$ cat src/rtl/cva6_rvfi_commit_sequencer_if.sv
// Commit-side and trace-side signal bundle for the RVFI commit sequencer.
// trace_* follows valid/ready: a record transfers on a cycle where trace_valid_o && trace_ready_i;
// while valid && !ready, trace_rec_o/trace_order_o hold. commit_* has no ready: commit cannot stall.
interface cva6_rvfi_commit_sequencer_if #(
  parameter int unsigned NrCommitPorts = 2,
  parameter int unsigned RecWidth      = 128,
  parameter int unsigned OrderWidth    = 64
);
  logic [NrCommitPorts-1:0]          commit_valid_i;
  logic [NrCommitPorts*RecWidth-1:0] commit_rec_i;
  logic                              trace_valid_o;
  logic                              trace_ready_i;
  logic [RecWidth-1:0]               trace_rec_o;
  logic [OrderWidth-1:0]             trace_order_o;

  modport master (
    output commit_valid_i, commit_rec_i, trace_ready_i,
    input  trace_valid_o, trace_rec_o, trace_order_o
  );

  modport slave (
    input  commit_valid_i, commit_rec_i, trace_ready_i,
    output trace_valid_o, trace_rec_o, trace_order_o
  );
endinterface

$ cat src/rtl/cva6_rvfi_commit_sequencer.sv
// Packs per-cycle retire records into one ordered trace stream through a FIFO,
// dropping whole cycles on overflow and resynchronising once the FIFO drains.
module cva6_rvfi_commit_sequencer #(
  parameter int unsigned NrCommitPorts = 2,
  parameter int unsigned RecWidth      = 128,
  parameter int unsigned Depth         = 8,
  parameter int unsigned OrderWidth    = 64,
  parameter int unsigned DropCntWidth  = 16
) (
  input  logic                      clk_i,
  input  logic                      rst_ni,
  input  logic                      clear_i,
  cva6_rvfi_commit_sequencer_if.slave bus,
  output logic                      almost_full_o,
  output logic                      overflow_o,
  output logic [DropCntWidth-1:0]   drop_cnt_o,
  output logic [$clog2(Depth):0]    count_o,
  output logic                      dbg_state_o
);
  localparam int unsigned AW = $clog2(Depth);
  localparam int unsigned CW = AW + 1;

  typedef enum logic {RUN = 1'b0, RESYNC = 1'b1} state_e;

  state_e                  state_q, state_d;
  logic [RecWidth-1:0]     rec_mem_q [Depth];
  logic [OrderWidth-1:0]   ord_mem_q [Depth];
  logic [AW-1:0]           rd_ptr_q, wr_ptr_q;
  logic [CW-1:0]           count_q, count_d;
  logic [OrderWidth-1:0]   order_q;
  logic                    overflow_q, overflow_d;
  logic [DropCntWidth-1:0] drop_cnt_q, drop_cnt_d;
  logic [DropCntWidth:0]   drop_sum;
  logic [CW-1:0]           k, free;
  logic                    pop, push, drop, run_mode;
  logic [RecWidth-1:0]     slot_rec [NrCommitPorts];

  // Slot j receives the j-th valid port in ascending index order.
  always_comb begin
    k = '0;
    for (int j = 0; j < NrCommitPorts; j++) slot_rec[j] = '0;
    for (int i = 0; i < NrCommitPorts; i++) begin
      if (bus.commit_valid_i[i]) begin
        for (int j = 0; j < NrCommitPorts; j++) begin
          if (int'(k) == j) slot_rec[j] = bus.commit_rec_i[i*RecWidth +: RecWidth];
        end
        k = k + CW'(1);
      end
    end
  end

  assign pop      = (count_q != '0) && bus.trace_ready_i;
  assign free     = CW'(Depth) - count_q + CW'(pop);
  assign run_mode = (state_q == RUN) || (count_q == '0);
  assign drop_sum = {1'b0, drop_cnt_q} + (DropCntWidth+1)'(k);

  always_comb begin
    state_d    = state_q;
    push       = 1'b0;
    drop       = 1'b0;
    overflow_d = overflow_q;
    drop_cnt_d = drop_cnt_q;
    if (run_mode) begin
      state_d = RUN;
      if (k <= free) begin
        push = (k != '0);
      end else begin
        drop    = 1'b1;
        state_d = RESYNC;
      end
    end else begin
      drop = (k != '0);
    end
    if (drop) begin
      overflow_d = 1'b1;
      drop_cnt_d = drop_sum[DropCntWidth] ? '1 : drop_sum[DropCntWidth-1:0];
    end
    count_d = count_q + (push ? k : CW'(0)) - CW'(pop);
  end

  always_ff @(posedge clk_i) begin
    if (!rst_ni || clear_i) begin
      state_q    <= RUN;
      count_q    <= '0;
      rd_ptr_q   <= '0;
      wr_ptr_q   <= '0;
      order_q    <= '0;
      overflow_q <= 1'b0;
      drop_cnt_q <= '0;
    end else begin
      state_q    <= state_d;
      count_q    <= count_d;
      overflow_q <= overflow_d;
      drop_cnt_q <= drop_cnt_d;
      order_q    <= order_q + OrderWidth'(k);
      if (pop)  rd_ptr_q <= rd_ptr_q + AW'(1);
      if (push) wr_ptr_q <= wr_ptr_q + AW'(k);
    end
  end

  always_ff @(posedge clk_i) begin
    if (rst_ni && !clear_i && push) begin
      for (int j = 0; j < NrCommitPorts; j++) begin
        if (j < int'(k)) begin
          rec_mem_q[wr_ptr_q + AW'(j)] <= slot_rec[j];
          ord_mem_q[wr_ptr_q + AW'(j)] <= order_q + OrderWidth'(j);
        end
      end
    end
  end

  // Empty FIFO presents zeros rather than stale storage.
  assign bus.trace_valid_o = (count_q != '0);
  assign bus.trace_rec_o   = bus.trace_valid_o ? rec_mem_q[rd_ptr_q] : '0;
  assign bus.trace_order_o = bus.trace_valid_o ? ord_mem_q[rd_ptr_q] : '0;
  assign almost_full_o     = (count_q > CW'(Depth - NrCommitPorts));
  assign overflow_o        = overflow_q;
  assign drop_cnt_o        = drop_cnt_q;
  assign count_o           = count_q;
  assign dbg_state_o       = (state_q == RESYNC);

`ifndef SYNTHESIS
  logic [OrderWidth-1:0] last_ord_q, ord_delta;
  logic                  seen_q;

  always_ff @(posedge clk_i) begin
    if (!rst_ni || clear_i) begin
      seen_q     <= 1'b0;
      last_ord_q <= '0;
    end else if (pop) begin
      seen_q     <= 1'b1;
      last_ord_q <= bus.trace_order_o;
    end
  end

  assign ord_delta = bus.trace_order_o - last_ord_q;

  a_count_bound: assert property (@(posedge clk_i) disable iff (!rst_ni)
    count_q <= CW'(Depth));
  a_no_resync_push: assert property (@(posedge clk_i) disable iff (!rst_ni || clear_i)
    (state_q == RESYNC && count_q != '0) |-> !push);
  a_order_rises: assert property (@(posedge clk_i) disable iff (!rst_ni || clear_i)
    (pop && seen_q) |-> (ord_delta != '0 && !ord_delta[OrderWidth-1]));
`endif
endmodule

$ cat src/flat_wrapper.sv
// flat-port wrapper written by rule: the top's interface ports become plain ports
module cva6_rvfi_commit_sequencer_flat 
#(
  parameter int unsigned NrCommitPorts = 2,
  parameter int unsigned RecWidth      = 128,
  parameter int unsigned Depth         = 8,
  parameter int unsigned OrderWidth    = 64,
  parameter int unsigned DropCntWidth  = 16
)
  (clk_i, rst_ni, clear_i, almost_full_o, overflow_o, drop_cnt_o, count_o, dbg_state_o, bus_commit_valid_i, bus_commit_rec_i, bus_trace_ready_i, bus_trace_valid_o, bus_trace_rec_o, bus_trace_order_o);
  cva6_rvfi_commit_sequencer_if #(.NrCommitPorts(NrCommitPorts), .RecWidth(RecWidth), .OrderWidth(OrderWidth)) bus_i ();
  input  logic clk_i;
  input  logic rst_ni;
  input  logic clear_i;
  output logic almost_full_o;
  output logic overflow_o;
  output logic [DropCntWidth-1:0] drop_cnt_o;
  output logic [$clog2(Depth):0] count_o;
  output logic dbg_state_o;
  input wire logic [$bits(bus_i.commit_valid_i)-1:0] bus_commit_valid_i;
  input wire logic [$bits(bus_i.commit_rec_i)-1:0] bus_commit_rec_i;
  input wire logic [$bits(bus_i.trace_ready_i)-1:0] bus_trace_ready_i;
  output wire logic [$bits(bus_i.trace_valid_o)-1:0] bus_trace_valid_o;
  output wire logic [$bits(bus_i.trace_rec_o)-1:0] bus_trace_rec_o;
  output wire logic [$bits(bus_i.trace_order_o)-1:0] bus_trace_order_o;
  assign bus_i.commit_valid_i = bus_commit_valid_i;
  assign bus_i.commit_rec_i = bus_commit_rec_i;
  assign bus_i.trace_ready_i = bus_trace_ready_i;
  assign bus_trace_valid_o = bus_i.trace_valid_o;
  assign bus_trace_rec_o = bus_i.trace_rec_o;
  assign bus_trace_order_o = bus_i.trace_order_o;
  cva6_rvfi_commit_sequencer #(.NrCommitPorts(NrCommitPorts), .RecWidth(RecWidth), .Depth(Depth), .OrderWidth(OrderWidth), .DropCntWidth(DropCntWidth)) u_core (.clk_i(clk_i), .rst_ni(rst_ni), .clear_i(clear_i), .bus(bus_i), .almost_full_o(almost_full_o), .overflow_o(overflow_o), .drop_cnt_o(drop_cnt_o), .count_o(count_o), .dbg_state_o(dbg_state_o));
endmodule
$ cat config.mk
export PLATFORM = sky130hd
export DESIGN_NAME = cva6_rvfi_commit_sequencer_flat
export DESIGN_NICKNAME = d
export VERILOG_FILES = /design/src/rtl/cva6_rvfi_commit_sequencer_if.sv /design/src/rtl/cva6_rvfi_commit_sequencer.sv /design/src/flat_wrapper.sv
export SDC_FILE = /design/constraint.sdc
export NUM_CORES = 2
export LEC_CHECK = 0
export BUFFER_PORTS_ARGS = -buffer_cell sky130_fd_sc_hd__buf_2
export CAP_MARGIN = 10
export CORE_MARGIN = 3
export CORE_UTILIZATION = 35
export DETAILED_ROUTE_END_ITERATION = 16
export GPL_ROUTABILITY_DRIVEN = 1
export PLACE_DENSITY = 0.62
export SLEW_MARGIN = 15
export SYNTH_ARGS = -nofsm -noshare
export SYNTH_HDL_FRONTEND = slang
export SYNTH_SLANG_ARGS = --single-unit
$ cat constraint.sdc
create_clock -name clk_i -period 25.1 [get_ports clk_i]
set_input_delay 2.51 -clock clk_i [delete_from_list [all_inputs] [get_ports clk_i]]
set_output_delay 2.51 -clock clk_i [all_outputs]
set_load 0.05 [all_outputs]
==> results.md <==
* Outcome: finished, final reports clean
* Number of synthesized register bits at 1,631
* Clock latency on the worst-skew pair at 0.85 ns
* Count of cell types in the netlist at 60
* Worst path slowest cell: buf_4
* Number of buffers on the longest clock path at 3
* HP Class: reg -> reg
* Count of boundary I/O pins at 478
* PwrDens at 76.9 nW/µm²
* Top-area cell type share of the netlist area at 50.5%
* Placer Congestion at 0.878
* Worst-path fanout max at 48
* H-Tree Level Count at 4
* First-pass GRT wire length at 422 mm
* Critical path data required time at 22.59 ns
* Total setup violations reported at the end of the flow at 0
* Area of the mapped netlist at 91,300 µm²
* Number of antenna violations at the first check in global routing at 21
* Root buf cell: clkbuf_16
* Grt ovf at 0
* Ordered list of cells on the worst path: buf_4 -> buf_4 -> buf_4 -> buf_4 -> mux4_2 -> mux2i_1 -> nor2_1 -> buf_2
* Placed standard-cell area at 94,900 µm²
* Worst Setup Path Type: reg -> out
* Mean cell area of the mapped netlist at 10.8 µm²
* Number of violations reported at the end of detailed-routing iteration 0 at 7,557
* Router iterations before antenna repair at 8
* Post-synthesis instance total at 8,441
* Post-detail-place hpwl at 166 mm
* Family of cells with the greatest summed delay on the critical path: buffers and inverters
* Crit path DAT at 6.62 ns
* Most frequent cells after synthesis: nand2_1 (2,371), edfxtp_1 (1,536), o211ai_1 (1,024)
* Post-layout min period at 9.13 ns
* CP startpoint kind: flip-flop
* Start of the worst register-to-register path: u_core.count_o[3]$_SDFF_PP0_
* Post-route ant nets at 0
* Initial standard-cell utilization of the core at 35.4%
* Setup bufs post-CTS at 0
* Number of global-route vias before repair at 65,124
* Hold Fails Final Rpt at 0
* RSZ-0062 raised after global routing: false
* Gr usage total at 20.8%
* P_leak at 33.4 nW
* Worst min-delay path startpoint: u_core.overflow_o$_SDFFE_PP0P_
* DRC at 0
* Final net count at 8,537
* Count of pins over their slew limit at 0
* Yosys top cell by area: edfxtp_1
* Async SR Flop Fraction at 0%
* Sequential fraction of the synthesis area at 52.6%
* Max stage delay on crit path at 0.96 ns
* Placeable core region at 258,000 µm²
* Kind of end point of the critical path: output pin
* Count of clock tree sinks at 1,631
* Worst Hold Depth at 2
* Post-route cell area at 101,000 µm²
* Most area-consuming cells after synthesis: edfxtp_1 (50%), nand2_1 (9.7%), mux4_2 (9.5%), o211ai_1 (8.4%), xnor2_1 (2.9%)
* Total of warnings raised by yosys at 0
* Maximum capacitance violations at 0
* Pin slew with the least headroom to its limit at 1.17 ns
* Setup slack, reg-to-reg at 16.96 ns
* Peak VDD IR at 0.0000856 V
* Destination of the worst hold path: u_core.overflow_o$_SDFFE_PP0P_
* Number of hold buffers added after CTS at 0
* Area growth from synthesis to layout at 10.4%
* Share of the clock period used by the worst path after layout at 36.4%
* Tightest slew margin relative to the limit at 22.1%
* Depth of the worst register-to-register path at 18
* Number of enable-type register cells in the synthesized netlist at 1,536
* Total vias in the final route at 66,584
* Area enclosed by the die boundary at 267,000 µm²
* Clock Skew at 0.0502 ns
* Setup TNS Final at 0 ns
* TritonCTS clock tree: done
* Clock-pin slew reported for the worst setup and hold paths after clock tree synthesis at 0.06 ns
* Number of buffers added on ports at 477
* Critical register-to-register path endpoint: u_core.rec_mem_q[3][54]$_DFFE_PP_
* CP Buf/Inv Count at 5
* Die boundary height at 517 µm
* Cts bufs inserted at 184
* Worst path most repeated cell: buf_4
* Number of nets produced by synthesis at 8,728
* Number of resized instances in the post-cts repair step at 0
* Maximum achievable frequency at 110 MHz
* Most used DFF post-synth: edfxtp_1
* Wire per inst at 24.2 µm
* Largest net degree at the start of global routing at 187
* Die outline width at 517 µm
* Average via count per standard cell at 5.64
* Count of filler cells inserted in the layout at 24,569
* Routed Wire Length at 285 mm
* FP Rows at 186
* Most repeated cell in the gate-level netlist after synthesis: nand2_1
* Ratio of cells with drive above 1 in the final layout at 15.5%
==> cells by family (layout without fill, tap and decap cells) <==
kind of cell	after synthesis	count (layout)	share of synthesized area, %
fa+ha+maj	25	25	0.375
other cells	0	13	0
flops	1631	1631	52.6
xor+xnor	565	565	5.42
mux	578	578	11.6
simple gates	3548	3548	16.3
buf+inv	992	956	4.85
compound gates	1102	1102	8.90
==> worst min-delay path: stages, from the launching register on <==
cell and delay (ns):
dfxtp_1 0.32, nor2_1 0.05, nor2_1 0.07
==> through the flow <==
| stage | hold slack, ns | total power [mW] | cells | utilization [%] | worst slack (ns) |
|---|---|---|---|---|---|
| CTS | 0.475 | 7.81 | 11789 | 39.0 | 15.66 |
| floorplan | 0.454 | 4.62 | 8441 | - | 4.87 |
| global placement | 0.456 | 5.12 | 11448 | 36.7 | 15.77 |
| detailed placement | 0.459 | 5.15 | 11448 | 36.7 | 15.71 |
| global route | 0.506 | 8.02 | 11798 | 39.0 | 15.42 |
| finish | 0.469 | 7.75 | 11802 | 39.0 | 15.97 |
==> sequential cells by signal, indices dropped and copies added, names as in the netlist, named ones only <==
register and flops:
u_core.rd_ptr_q 3, u_core.ord_mem_q 512, u_core.rec_mem_q 1024, u_core.drop_cnt_o 16, u_core.wr_ptr_q 3, u_core.order_q 64, u_core.count_o 4, u_core.overflow_o 1
u_core.dbg_state_o 1
==> cells in the final DEF, fill, tap and decap left out, types with 16 or more instances in the layout <==
master,count
buf_4,98
mux4_2,384
and2_1,140
o21ai_0,39
xor2_1,260
clkbuf_16,187
nand4_1,38
dfxtp_1,92
clkbuf_1,52
a21oi_1,17
xnor2_1,305
inv_1,21
and3_1,147
clkinv_1,28
nand2_1,2371
or3_1,16
ha_1,21
o211ai_1,1024
clkinv_2,36
nand3_1,177
edfxtp_1,1536
nor2_1,526
nor3_1,32
mux2i_1,193
buf_2,475
==> power by group <==
| group | internal, mW | total (mW) | switching (mW) |
|---|---|---|---|
| clock | 1.51 | 2.68 | 1.17 |
| combinational | 0.525 | 1.93 | 1.41 |
| sequential | 3.10 | 3.14 | 0.0391 |
==> routing by layer <==
layer / share of wire [%] / track usage, % / vias up
met5: 0.014 / 0 / -
met4: 3.6 / 7.67 / 6
met3: 8.5 / 3.34 / 456
met2: 47 / 33.7 / 3177
met1: 41 / 28.3 / 33039
li1: - / - / 29906
==> worst max path at each step <==
| stage | start | to | slack (ns) | depth (start not counted) |
|---|---|---|---|---|
| 2_1_floorplan | bus_commit_valid_i[1] | u_core.ord_mem_q[4][0]$_DFFE_PP_ | 4.87 | 14 |
| 3_3_place_gp | bus_commit_valid_i[0] | u_core.rec_mem_q[3][50]$_DFFE_PP_ | 15.77 | 13 |
| 3_5_place_dp | bus_commit_valid_i[0] | u_core.rec_mem_q[3][54]$_DFFE_PP_ | 15.71 | 13 |
| 4_1_cts | flip-flop | bus_trace_rec_o[19] | 15.66 | 8 |
| 5_1_grt | flip-flop | bus_trace_rec_o[19] | 15.42 | 8 |
| 6_report | flip-flop | bus_trace_rec_o[67] | 15.97 | 8 |
==> layout make-up <==
type | count | area, µm² | area share (%)
Clock inverter | 93 | 930 | 0.922
Tap cell | 3384 | 4230 | 4.20
Timing Repair Buffer | 588 | 3400 | 3.37
Sequential cell | 1631 | 48000 | 47.6
Clock buffer | 248 | 5000 | 4.96
Inverter | 27 | 104 | 0.103
Antenna cell | 13 | 32.5 | 0.0323
Multi-Input combinational cell | 5818 | 39100 | 38.8
Power figures use the tool's default switching activity.
